===== config.mk =====
export PLATFORM = sky130hd
export DESIGN_NAME = draw_sprite_flat
export DESIGN_NICKNAME = d
export VERILOG_FILES = /design/src/rtl/draw_sprite_if.sv /design/src/rtl/draw_sprite.sv /design/src/flat_wrapper.sv
export SDC_FILE = /design/constraint.sdc
export NUM_CORES = 1
export LEC_CHECK = 0
export CORE_MARGIN = 5
export CORE_UTILIZATION = 46
export DETAILED_ROUTE_END_ITERATION = 8
export GPL_TIMING_DRIVEN = 0
export MAX_ROUTING_LAYER = met4
export PLACE_DENSITY = 0.76
export SKIP_CTS_REPAIR_TIMING = 1
export SYNTH_ARGS = -nofsm -noshare
export SYNTH_HDL_FRONTEND = slang
export SYNTH_SLANG_ARGS = --single-unit

===== constraint.sdc =====
create_clock -name clk -period 4.1 [get_ports clk]
set_clock_uncertainty 0.2 [all_clocks]
set_input_delay 0.82 -clock clk [delete_from_list [all_inputs] [get_ports clk]]
set_output_delay 0.82 -clock clk [all_outputs]
set_load 0.1 [all_outputs]

===== src/rtl/draw_sprite_if.sv =====
// Stream and position bundles shared by the draw chain stages.
// vga_if carries one pixel per clock; pos_if carries an object's top-left corner.
interface vga_if;
   logic [10:0] vcount;
   logic        vsync;
   logic        vblnk;
   logic [10:0] hcount;
   logic        hsync;
   logic        hblnk;
   logic [11:0] rgb;

   modport in  (input  vcount, vsync, vblnk, hcount, hsync, hblnk, rgb);
   modport out (output vcount, vsync, vblnk, hcount, hsync, hblnk, rgb);
endinterface

interface pos_if;
   logic [10:0] x;
   logic [10:0] y;

   modport in  (input  x, y);
   modport out (output x, y);
endinterface


===== src/rtl/draw_sprite.sv =====
// Overlays one scaled, optionally mirrored, animated sprite from an external ROM
// onto the VGA stream; position/enable/flip are latched on each vblnk rise.
module draw_sprite #(
   parameter int          SPR_W     = 32,
   parameter int          SPR_H     = 32,
   parameter int          SCALE_SH  = 0,
   parameter int          FRAMES    = 1,
   parameter int          FRAME_DIV = 8,
   parameter int          ROM_LAT   = 1,
   parameter int          ADDR_W    = 20,
   parameter logic [11:0] KEY       = 12'hfff
) (
   input  logic              clk,
   input  logic              rst,
   input  logic              en,
   input  logic              flip,
   input  logic              anim,
   pos_if.in                 pin,
   vga_if.in                 in,
   input  logic [11:0]       data,
   output logic [ADDR_W-1:0] address,
   vga_if.out                out,
   output logic              hit
);

   localparam int FR_W   = (FRAMES > 1) ? $clog2(FRAMES) : 1;
   localparam int DIV_W  = (FRAME_DIV > 1) ? $clog2(FRAME_DIV) : 1;
   localparam int SPAN_X = SPR_W << SCALE_SH;
   localparam int SPAN_Y = SPR_H << SCALE_SH;

   typedef struct packed {
      logic        win;
      logic [10:0] vcount;
      logic        vsync;
      logic        vblnk;
      logic [10:0] hcount;
      logic        hsync;
      logic        hblnk;
      logic [11:0] rgb;
   } pix_t;

   logic              vblnk_prev;
   logic              vblnk_rise;
   logic [10:0]       lx;
   logic [10:0]       ly;
   logic              len;
   logic              lflip;
   logic [FR_W-1:0]   frame;
   logic [DIV_W-1:0]  div;

   logic [11:0]       hc12;
   logic [11:0]       vc12;
   logic [11:0]       lx12;
   logic [11:0]       ly12;
   logic [11:0]       du;
   logic [11:0]       dv;
   logic [11:0]       u;
   logic [11:0]       v;
   logic [11:0]       ue;
   logic              win;
   logic [ADDR_W-1:0] address_nxt;
   logic              opaque;

   pix_t              pipe_p [ROM_LAT+1];

   assign vblnk_rise = in.vblnk & ~vblnk_prev;

   always_ff @(posedge clk or negedge rst) begin
      if (!rst) begin
         vblnk_prev <= 1'b0;
         lx         <= '0;
         ly         <= '0;
         len        <= 1'b0;
         lflip      <= 1'b0;
      end else begin
         vblnk_prev <= in.vblnk;
         if (vblnk_rise) begin
            lx    <= pin.x;
            ly    <= pin.y;
            len   <= en;
            lflip <= flip;
         end
      end
   end

   // Animation advances once per FRAME_DIV video frames while anim is held high.
   always_ff @(posedge clk or negedge rst) begin
      if (!rst) begin
         frame <= '0;
         div   <= '0;
      end else if (vblnk_rise && anim) begin
         if (div == DIV_W'(FRAME_DIV - 1)) begin
            div   <= '0;
            frame <= (frame == FR_W'(FRAMES - 1)) ? '0 : frame + 1'b1;
         end else begin
            div <= div + 1'b1;
         end
      end
   end

   // Window test is done one bit wider than the counters so the right/bottom
   // edges clip instead of wrapping back to column/row 0.
   always_comb begin
      hc12 = {1'b0, in.hcount};
      vc12 = {1'b0, in.vcount};
      lx12 = {1'b0, lx};
      ly12 = {1'b0, ly};
      win  = (hc12 >= lx12) && (hc12 < lx12 + 12'(SPAN_X)) &&
             (vc12 >= ly12) && (vc12 < ly12 + 12'(SPAN_Y));
      du   = hc12 - lx12;
      dv   = vc12 - ly12;
      u    = du >> SCALE_SH;
      v    = dv >> SCALE_SH;
      ue   = lflip ? (12'(SPR_W - 1) - u) : u;
      address_nxt = '0;
      if (win) begin
         address_nxt = ADDR_W'(frame) * ADDR_W'(SPR_W * SPR_H)
                     + ADDR_W'(v) * ADDR_W'(SPR_W)
                     + ADDR_W'(ue);
      end
   end

   // Stage 0: ROM address goes out; window flag and stream fields enter the delay line.
   always_ff @(posedge clk or negedge rst) begin
      if (!rst) begin
         address <= '0;
         for (int k = 0; k <= ROM_LAT; k++) begin
            pipe_p[k] <= '0;
         end
      end else begin
         address   <= address_nxt;
         pipe_p[0] <= '{win:    win,
                        vcount: in.vcount,
                        vsync:  in.vsync,
                        vblnk:  in.vblnk,
                        hcount: in.hcount,
                        hsync:  in.hsync,
                        hblnk:  in.hblnk,
                        rgb:    in.rgb};
         for (int k = 1; k <= ROM_LAT; k++) begin
            pipe_p[k] <= pipe_p[k-1];
         end
      end
   end

   assign opaque = pipe_p[ROM_LAT].win & len & (data != KEY);

   // Output stage: ROM data for this pixel is valid at this edge.
   always_ff @(posedge clk or negedge rst) begin
      if (!rst) begin
         out.vcount <= '0;
         out.vsync  <= 1'b0;
         out.vblnk  <= 1'b0;
         out.hcount <= '0;
         out.hsync  <= 1'b0;
         out.hblnk  <= 1'b0;
         out.rgb    <= '0;
         hit        <= 1'b0;
      end else begin
         out.vcount <= pipe_p[ROM_LAT].vcount;
         out.vsync  <= pipe_p[ROM_LAT].vsync;
         out.vblnk  <= pipe_p[ROM_LAT].vblnk;
         out.hcount <= pipe_p[ROM_LAT].hcount;
         out.hsync  <= pipe_p[ROM_LAT].hsync;
         out.hblnk  <= pipe_p[ROM_LAT].hblnk;
         out.rgb    <= opaque ? data : pipe_p[ROM_LAT].rgb;
         hit        <= opaque;
      end
   end

endmodule


===== src/flat_wrapper.sv =====
// flat-port wrapper written by rule: the top's interface ports become plain ports
module draw_sprite_flat 
#(
   parameter int          SPR_W     = 32,
   parameter int          SPR_H     = 32,
   parameter int          SCALE_SH  = 0,
   parameter int          FRAMES    = 1,
   parameter int          FRAME_DIV = 8,
   parameter int          ROM_LAT   = 1,
   parameter int          ADDR_W    = 20,
   parameter logic [11:0] KEY       = 12'hfff
)
  (clk, rst, en, flip, anim, data, address, hit, pin_x, pin_y, in_vcount, in_vsync, in_vblnk, in_hcount, in_hsync, in_hblnk, in_rgb, out_vcount, out_vsync, out_vblnk, out_hcount, out_hsync, out_hblnk, out_rgb);
  pos_if pin_i ();
  vga_if in_i ();
  vga_if out_i ();
  input  logic clk;
  input  logic rst;
  input  logic en;
  input  logic flip;
  input  logic anim;
  input  logic [11:0] data;
  output logic [ADDR_W-1:0] address;
  output logic hit;
  input wire logic [$bits(pin_i.x)-1:0] pin_x;
  input wire logic [$bits(pin_i.y)-1:0] pin_y;
  input wire logic [$bits(in_i.vcount)-1:0] in_vcount;
  input wire logic [$bits(in_i.vsync)-1:0] in_vsync;
  input wire logic [$bits(in_i.vblnk)-1:0] in_vblnk;
  input wire logic [$bits(in_i.hcount)-1:0] in_hcount;
  input wire logic [$bits(in_i.hsync)-1:0] in_hsync;
  input wire logic [$bits(in_i.hblnk)-1:0] in_hblnk;
  input wire logic [$bits(in_i.rgb)-1:0] in_rgb;
  output wire logic [$bits(out_i.vcount)-1:0] out_vcount;
  output wire logic [$bits(out_i.vsync)-1:0] out_vsync;
  output wire logic [$bits(out_i.vblnk)-1:0] out_vblnk;
  output wire logic [$bits(out_i.hcount)-1:0] out_hcount;
  output wire logic [$bits(out_i.hsync)-1:0] out_hsync;
  output wire logic [$bits(out_i.hblnk)-1:0] out_hblnk;
  output wire logic [$bits(out_i.rgb)-1:0] out_rgb;
  assign pin_i.x = pin_x;
  assign pin_i.y = pin_y;
  assign in_i.vcount = in_vcount;
  assign in_i.vsync = in_vsync;
  assign in_i.vblnk = in_vblnk;
  assign in_i.hcount = in_hcount;
  assign in_i.hsync = in_hsync;
  assign in_i.hblnk = in_hblnk;
  assign in_i.rgb = in_rgb;
  assign out_vcount = out_i.vcount;
  assign out_vsync = out_i.vsync;
  assign out_vblnk = out_i.vblnk;
  assign out_hcount = out_i.hcount;
  assign out_hsync = out_i.hsync;
  assign out_hblnk = out_i.hblnk;
  assign out_rgb = out_i.rgb;
  draw_sprite #(.SPR_W(SPR_W), .SPR_H(SPR_H), .SCALE_SH(SCALE_SH), .FRAMES(FRAMES), .FRAME_DIV(FRAME_DIV), .ROM_LAT(ROM_LAT), .ADDR_W(ADDR_W), .KEY(KEY)) u_core (.clk(clk), .rst(rst), .en(en), .flip(flip), .anim(anim), .pin(pin_i), .in(in_i), .data(data), .address(address), .out(out_i), .hit(hit));
endmodule

==> key figures, run 1 <==
Power
  – Power Dens Cells: 550 nW/µm²
  – Leak: roughly 4.2 nW
  – Total power draw: slightly above 5 mW
  – Worst VDD drop: ~0.00031 V

STA
  – RSZ-0062 raised after global routing: true
  – Worst slew pin tran: ~1.0 ns
  – Final WS setup: -0.0861 ns
  – Hold Vio Cnt, Final: 0
  – Fin crit period: ~4.2 ns
  – F_max: between 0.2 and 0.25 GHz
  – # setup viols final: 3
  – Tcrit/Tclk final: 102%
  – Pins over their slew limit: 0
  – Relative slew slack: between 30% and 40%

Detailed routing
  – Met3 wire len: roughly 900 µm
  – DR WL/cell: 16.7 µm
  – Routed WL: around 16 mm
  – DR WL met2: slightly above 8 mm
  – Top Layer Used: met4
  – DRC Markers: 0
  – Via density: 5.20
  – Routed vias: around 4900
  – Drt initial violations: approximately 230
  – TritonRoute pass-1 iters: 5
  – M1 WL: ~6.7 mm
  – ANT nets after route: 0

Min path
  – Worst hold path startpoint: u_core.pipe_p[53]
  – Worst hold path class: flip-flop to flip-flop
  – Hold Path Sink: u_core.pipe_p[14]
  – Worst hold stages: 0

Layout
  – Area added between synthesis and finish: 40.6%
  – Ant. Diodes: 0
  – Core Util, Final: 65.4%
  – Final cell count without fillers: approximately 950
  – Leading cell type in the layout, fill and taps excluded: dfrtp_1
  – Final net count: around 880
  – Commonest non-fill, non-tap cells in the layout: dfrtp_1, clkdlybuf4s50_1, nand2_1
  – Fillers: 1076
  – Fraction of layout cells with a size suffix above 1: between 10% and 20%

Clock tree
  – CTS tree: built
  – Longest Clk Path Bufs: 2
  – H-tree Lvls: 4
  – Sink Count: 159
  – Worst-path clk slew: ~0.070 ns
  – CTS Root Buffer Type: clkbuf_16
  – CTS Buf Count: 17
  – Clk_lat worst skew: about 0.42 ns

Synth
  – Synthesis warning total: 0
  – Post-synth EDFFs: 0
  – Cell area after synthesis: 6710 µm²
  – Sequential fraction of the synthesis area: between 50 and 60%
  – Main flop type after synthesis: dfrtp_1
  – Async set or reset register ratio after synthesis: 100%
  – Mapped Cells: roughly 590
  – Yosys reg bits: 159
  – Synth top area cells: dfrtp_1, ha_1, nand2_1
  – Post-synth top area share: between 50% and 60%
  – Synth area leader: dfrtp_1
  – Unique masters post-synth: 57
  – Syn_area_per_cell: roughly 11 µm²

Die
  – Core ar.: approximately 14000 µm²
  – Die ar.: 17100 µm²
  – Die X: 131 µm
  – Initial Util: a little under half
  – Rows: 44
  – IO Pins: between 100 and 150
  – Die height: 131 µm

Critical path
  – Critical Setup Path Class: input port to flip-flop
  – Worst reg-to-reg setup slack: 0.06 ns
  – Worst-case reg-to-reg path depth: 20
  – WP data required: 4.23 ns
  – Critical R2R Launch: u_core.lx[0]
  – Setup crit start kind: input port
  – RR Endpoint: u_core.address[15]
  – CP Data Arrival Time: approximately 4.3 ns
  – Critical Path, Cell by Cell: buf_12 -> inv_12 -> ha_4 -> inv_2 -> fa_2 -> nand3_4 -> nand2_4 -> mux2i_1 -> nor4_2 -> buf_4 -> ha_4 -> nand2_4 -> o21ai_4 -> fa_2 -> a21o_1 -> a21oi_2 -> nor2_2 -> o31a_1 -> o211ai_1 -> buf_4 -> nor3b_2 -> mux2i_1
  – CP max stage delay: roughly 0.41 ns
  – Crit. End Element: flip-flop
  – Max FO, Critical Path: 3
  – Slowest-stage cell, CP: fa_2

GRT
  – First-pass GRT wire length: roughly 25 mm
  – Total congestion overflow: 0
  – Vias in the first global route: a little over 5000
  – Initial antenna violation count: 0
  – GR Util All Layers: a little under a fifth
  – Largest net degree at the start of global routing: 99

Run status
  – Status: complete, but fails checks
  – Failing checks: setup timing

Place
  – Placed insts: approximately 900
  – Hpwl dp: between 10 and 15 mm
  – RePlAce Congestion: 0.873
  – Port Buffers: between 100 and 150

Flow run
  – Max-cap violation count: 0
## cell usage after synthesis, types with 4 or more instances
| master | instances |
|---|---|
| xor2_1 | 6 |
| o21ai_1 | 4 |
| dfrtp_1 | 159 |
| nand3_1 | 13 |
| clkbuf_1 | 10 |
| o21ai_0 | 31 |
| inv_1 | 43 |
| nand2b_1 | 7 |
| nor3b_1 | 6 |
| mux2_2 | 4 |
| xnor2_1 | 24 |
| o21a_1 | 6 |
| nand4_1 | 7 |
| nand2_1 | 73 |
| nor3_1 | 11 |
| o31ai_1 | 4 |
| and2_1 | 4 |
| a21oi_1 | 23 |
| ha_1 | 44 |
| nor2b_1 | 5 |
| a211oi_1 | 6 |
| nor2_1 | 30 |
| a21o_1 | 8 |
## worst max-delay path: cells and delay by family
kind	cells	cell delay, ns
AND/OR/NAND/NOR	6	0.56
AO/OA/AOI/OAI	5	0.91
buffers and inverters	5	0.55
adder cells (fa/ha/maj)	4	1.13
multiplexers	2	0.35
## stage by stage
stage	worst slack, ns	hold slack, ns	setup TNS, ns	area, µm²
floorplan	-0.0576	0.131	-0.169	6790
global placement	-3.82	0.131	-612.84	8340
detailed placement	-1.07	0.135	-8.17	8370
CTS	-0.660	0.145	-4.28	9000
global route	-0.155	0.152	-0.570	9430
finish	-0.0861	0.143	-0.154	9430
## worst max-delay path by stage
stage | cells after the start | slack [ns] | from | to
final | 22 | -0.09 | in_hcount[0] | u_core.address[15]
after global placement | 1 | -3.82 | rst | u_core.pipe_p[75]
after floorplan | 19 | -0.06 | in_hcount[0] | u_core.address[17]
after CTS | 20 | -0.66 | in_hcount[0] | u_core.address[15]
after global routing | 22 | -0.16 | in_hcount[0] | u_core.address[15]
after detailed placement | 20 | -1.07 | in_hcount[0] | u_core.address[17]
## sequential cells by signal, indices dropped and copies added (netlist names), 11 cells and up
name and flops:
u_core.address 18, u_core.out.rgb 12, u_core.out.vcount 11, u_core.lx 11
u_core.out.hcount 11, u_core.pipe_p 77, u_core.ly 11
## report_power, final
| group | internal, mW | switching, mW |
|---|---|---|
| clock | 1.00 | 0.646 |
| combinational | 0.745 | 1.07 |
| sequential | 1.68 | 0.0467 |
| total | 3.43 | 1.76 |
## layout make-up
type | count | area [µm²] | area share, %
repair buffers | 151 | 1520 | 16.1
well taps | 184 | 230 | 2.44
clock inverters | 13 | 178 | 1.88
flip-flops and latches | 159 | 3980 | 42.2
multi-input cells | 368 | 2840 | 30.1
inverters | 44 | 178 | 1.88
plain buffers | 13 | 57.6 | 0.610
clock buffers | 19 | 453 | 4.80
## kinds of logic (layout without fill, tap and decap cells)
family	count (synthesis)	in the layout	synth area share, %
AO/OA/AOI/OAI	107	107	10.3
XOR/XNOR	31	31	4.16
adder cells (fa/ha/maj)	47	47	9.10
buffers and inverters	59	240	3.47
flip-flops	159	159	59.3
multiplexers	7	7	1.12
other	1	2	0.0559
AND/OR/NAND/NOR	174	174	12.5
## per-layer routing
layer,GRT usage (%),vias up
li1,-,2330
met1,23.9,2439
met2,31.8,152
met3,3.78,24
met4,5.99,0
met5,-,-
No activity file was read; power rests on OpenSTA's default activity.
==> run 2, diff against run 1 <==
CTS_BUF_LIST = sky130_fd_sc_hd__clkbuf_4 sky130_fd_sc_hd__clkbuf_8 sky130_fd_sc_hd__clkbuf_16   (was not set)
==> results of run 2 <==
The final DEF is identical to that of run 1; final timing and power are the same.
==> run 3, diff against run 2 <==
CORE_UTILIZATION = 50   (was 46)
CTS_CLUSTER_SIZE = 24   (was not set)
PLACE_DENSITY = 0.78   (was 0.76)
TNS_END_PERCENT = 10   (was not set)
clock period = 4.2 ns   (was 4.1 ns; I/O delays follow)
==> key figures, run 3 (same netlist as run 1, synthesis figures left out) <==
Run status
  – Status: complete, but fails checks (unchanged)
  – Failing checks: setup timing (unchanged)

Critical path
  – Delay-heaviest family, CP: adder cells (unchanged)
  – Crit path buf inv count: 4 (was 5)
  – Setup crit start kind: input port (unchanged)
  – CP Data Arrival Time: 4.37 ns (was 4.31 ns)
  – Critical Path, Cell by Cell: buf_8 -> inv_4 -> ha_4 -> inv_2 -> fa_2 -> nand3_4 -> nand2_4 -> mux2i_4 -> nor4_4 -> ha_2 -> nand2_2 -> o21ai_4 -> fa_2 -> a21o_1 -> a21oi_2 -> nor2_2 -> o31a_1 -> o211ai_1 -> buf_4 -> nor3_1 -> and3_1 (was buf_12 -> inv_12 -> ha_4 -> inv_2 -> fa_2 -> nand3_4 -> nand2_4 -> mux2i_1 -> nor4_2 -> buf_4 -> ha_4 -> nand2_4 -> o21ai_4 -> fa_2 -> a21o_1 -> a21oi_2 -> nor2_2 -> o31a_1 -> o211ai_1 -> buf_4 -> nor3b_2 -> mux2i_1)
  – Most used cell, CP: fa_2
  – WP data required: 4.31 ns (was 4.23 ns)
  – Max FO, Critical Path: 3 (unchanged)
  – CP max stage delay: 0.39 ns (was 0.41 ns)
  – Critical Setup Path Class: input port to flip-flop (unchanged)
  – Slowest-stage cell, CP: fa_2 (unchanged)
  – Crit. End Element: flip-flop (unchanged)

Detailed routing
  – ANT nets after route: 0 (unchanged)
  – Routed WL: 15.3 mm (was 15.9 mm)
  – TritonRoute pass-1 iters: 4 (was 5)
  – Via density: 5.17 (was 5.20)
  – DRC Markers: 0 (unchanged)
  – DR WL/cell: 16.3 µm (was 16.7 µm)
  – Drt initial violations: 331 (was 226)
  – Routed vias: 4861 (was 4945)

Place
  – Port Buffers: 132 (unchanged)
  – Placed cell area: 8310 µm² (was 8370 µm²)
  – Hpwl dp: 10.7 mm (was 11.2 mm)
  – Setup Slack @ Placement: -0.944 ns (was -1.07 ns)
  – Placed insts: 895 (was 903)
  – RePlAce Congestion: 0.886 (was 0.873)

STA
  – RSZ-0062 raised after global routing: true (unchanged)
  – Tcrit/Tclk final: 102%
  – Relative slew slack: 31.2% (was 31.0%)
  – Hold Vio Cnt, Final: 0 (unchanged)
  – Fin crit period: 4.27 ns
  – Final WS setup: -0.0658 ns (was -0.0861 ns)
  – # setup viols final: 3 (unchanged)
  – Final TNS setup: -0.189 ns (was -0.154 ns)
  – Pins over their slew limit: 0 (unchanged)
  – F_max: ~0.23 GHz
  – Worst slew pin tran: 1.03 ns (about the same)

Layout
  – Largest regs: u_core.pipe_p (77), u_core.address (18), u_core.out.rgb (12) (unchanged)
  – Final net count: 875 (was 878)
  – Core Util, Final: 70.2% (was 65.4%)
  – Max FFs per register: 77 (unchanged)
  – Final instance area: 9260 µm² (was 9430 µm²)
  – Leading cell type in the layout, fill and taps excluded: dfrtp_1 (unchanged)
  – Commonest non-fill, non-tap cells in the layout: dfrtp_1, clkdlybuf4s50_1, nand2_1 (unchanged)
  – Most flops, register: u_core.pipe_p (unchanged)
  – Fillers: 948 (was 1076)
  – Final cell count without fillers: 940 (was 951)
  – Fraction of layout cells with a size suffix above 1: 13.2% (was 14.9%)
  – Ant. Diodes: 0 (unchanged)
  – Area added between synthesis and finish: 38.0% (was 40.6%)

Die
  – Rows: 42 (was 44)
  – Initial Util: 50.8% (was 46.5%)
  – Die height: 126 µm (was 131 µm)
  – Core ar.: 13200 µm² (was 14400 µm²)
  – Die X: 126 µm (was 131 µm)
  – Die ar.: 15800 µm² (was 17100 µm²)
  – IO Pins: 136 (unchanged)

Clock tree
  – Worst-path clk slew: 0.06 ns (was 0.07 ns)
  – H-tree Lvls: 4 (unchanged)
  – Sink Count: 159 (unchanged)
  – Longest Clk Path Bufs: 2 (unchanged)
  – Clk_lat worst skew: 0.42 ns (about the same)
  – CTS Buf Count: 17 (unchanged)
  – CTS Root Buffer Type: clkbuf_16 (unchanged)
  – CTS tree: built (unchanged)

GRT
  – Initial antenna violation count: 0 (unchanged)
  – Total congestion overflow: 0 (unchanged)
  – Largest net degree at the start of global routing: 100 (was 99)
  – GR Util All Layers: 20.2% (was 19.2%)
  – Vias in the first global route: 5073 (was 5061)
  – First-pass GRT wire length: 24.8 mm (was 24.6 mm)

Power
  – Leak: 4.12 nW (was 4.19 nW)
  – Power Dens Cells: 526 nW/µm² (was 550 nW/µm²)
  – Worst VDD drop: 0.000289 V (was 0.000312 V)

Min path
  – Worst hold path class: flip-flop to flip-flop (unchanged)

Flow run
  – Max-cap violation count: 0 (unchanged)
run 3: worst paths after layout:
path                                   start              endpoint  slack (ns)  cells past startpoint
setup reg to reg                u_core.lx[0]    u_core.address[17]        0.06                     19
hold reg to reg            u_core.pipe_p[69]     u_core.pipe_p[30]        0.14                      0
hold / removal             u_core.pipe_p[69]     u_core.pipe_p[30]        0.14                      0
min in group asynchronous                rst      u_core.out.vsync        0.32                      1
setup / recovery                in_hcount[0]    u_core.address[17]       -0.07                     21
max in group asynchronous                rst  u_core.out.vcount[6]        2.71                      2
run 3: report_power, final:
group	internal (mW)	total [mW]	switching (mW)
Sequential	1.64	1.68	0.0440
Clock	0.912	1.55	0.639
Combinational	0.636	1.63	0.997
run 3: metrics by stage:
step / total power, mW / hold WS [ns]
2_1_floorplan: 2.77 / 0.131
3_3_place_gp: 3.10 / 0.131
3_5_place_dp: 3.15 / 0.135
4_1_cts: 4.72 / 0.145
5_1_grt: 5.11 / 0.143
6_report: 4.87 / 0.143
run 3: worst register-to-register path: cells and delay by family, from the launching register on:
kind                       cells  cell delay [ns]
adders and majority gates      4             1.29
AOI/OAI and AO/OA              5             0.90
and+or+nand+nor                7             0.84
DFF                            1             0.41
buffers and inverters          2             0.20
muxes                          1             0.20
run 3: final cells by class:
type,count,area [µm²],share of cell area [%]
Multi-Input combinational cell,368,2760,29.8
Inverter,44,174,1.88
Clock buffer,19,447,4.82
Clock inverter,13,153,1.65
Buffer,14,65.1,0.703
Sequential cell,159,3980,43.0
Timing Repair Buffer,147,1470,15.8
Tap cell,176,220,2.38
run 3: per-layer routing:
layer	share of wire, %	vias to the layer above	global-route usage (%)
li1	-	2325	-
met2	49	144	32.6
met3	4.8	15	5.25
met1	45	2377	25.7
met4	1.5	0	5.74
met5	0	-	-
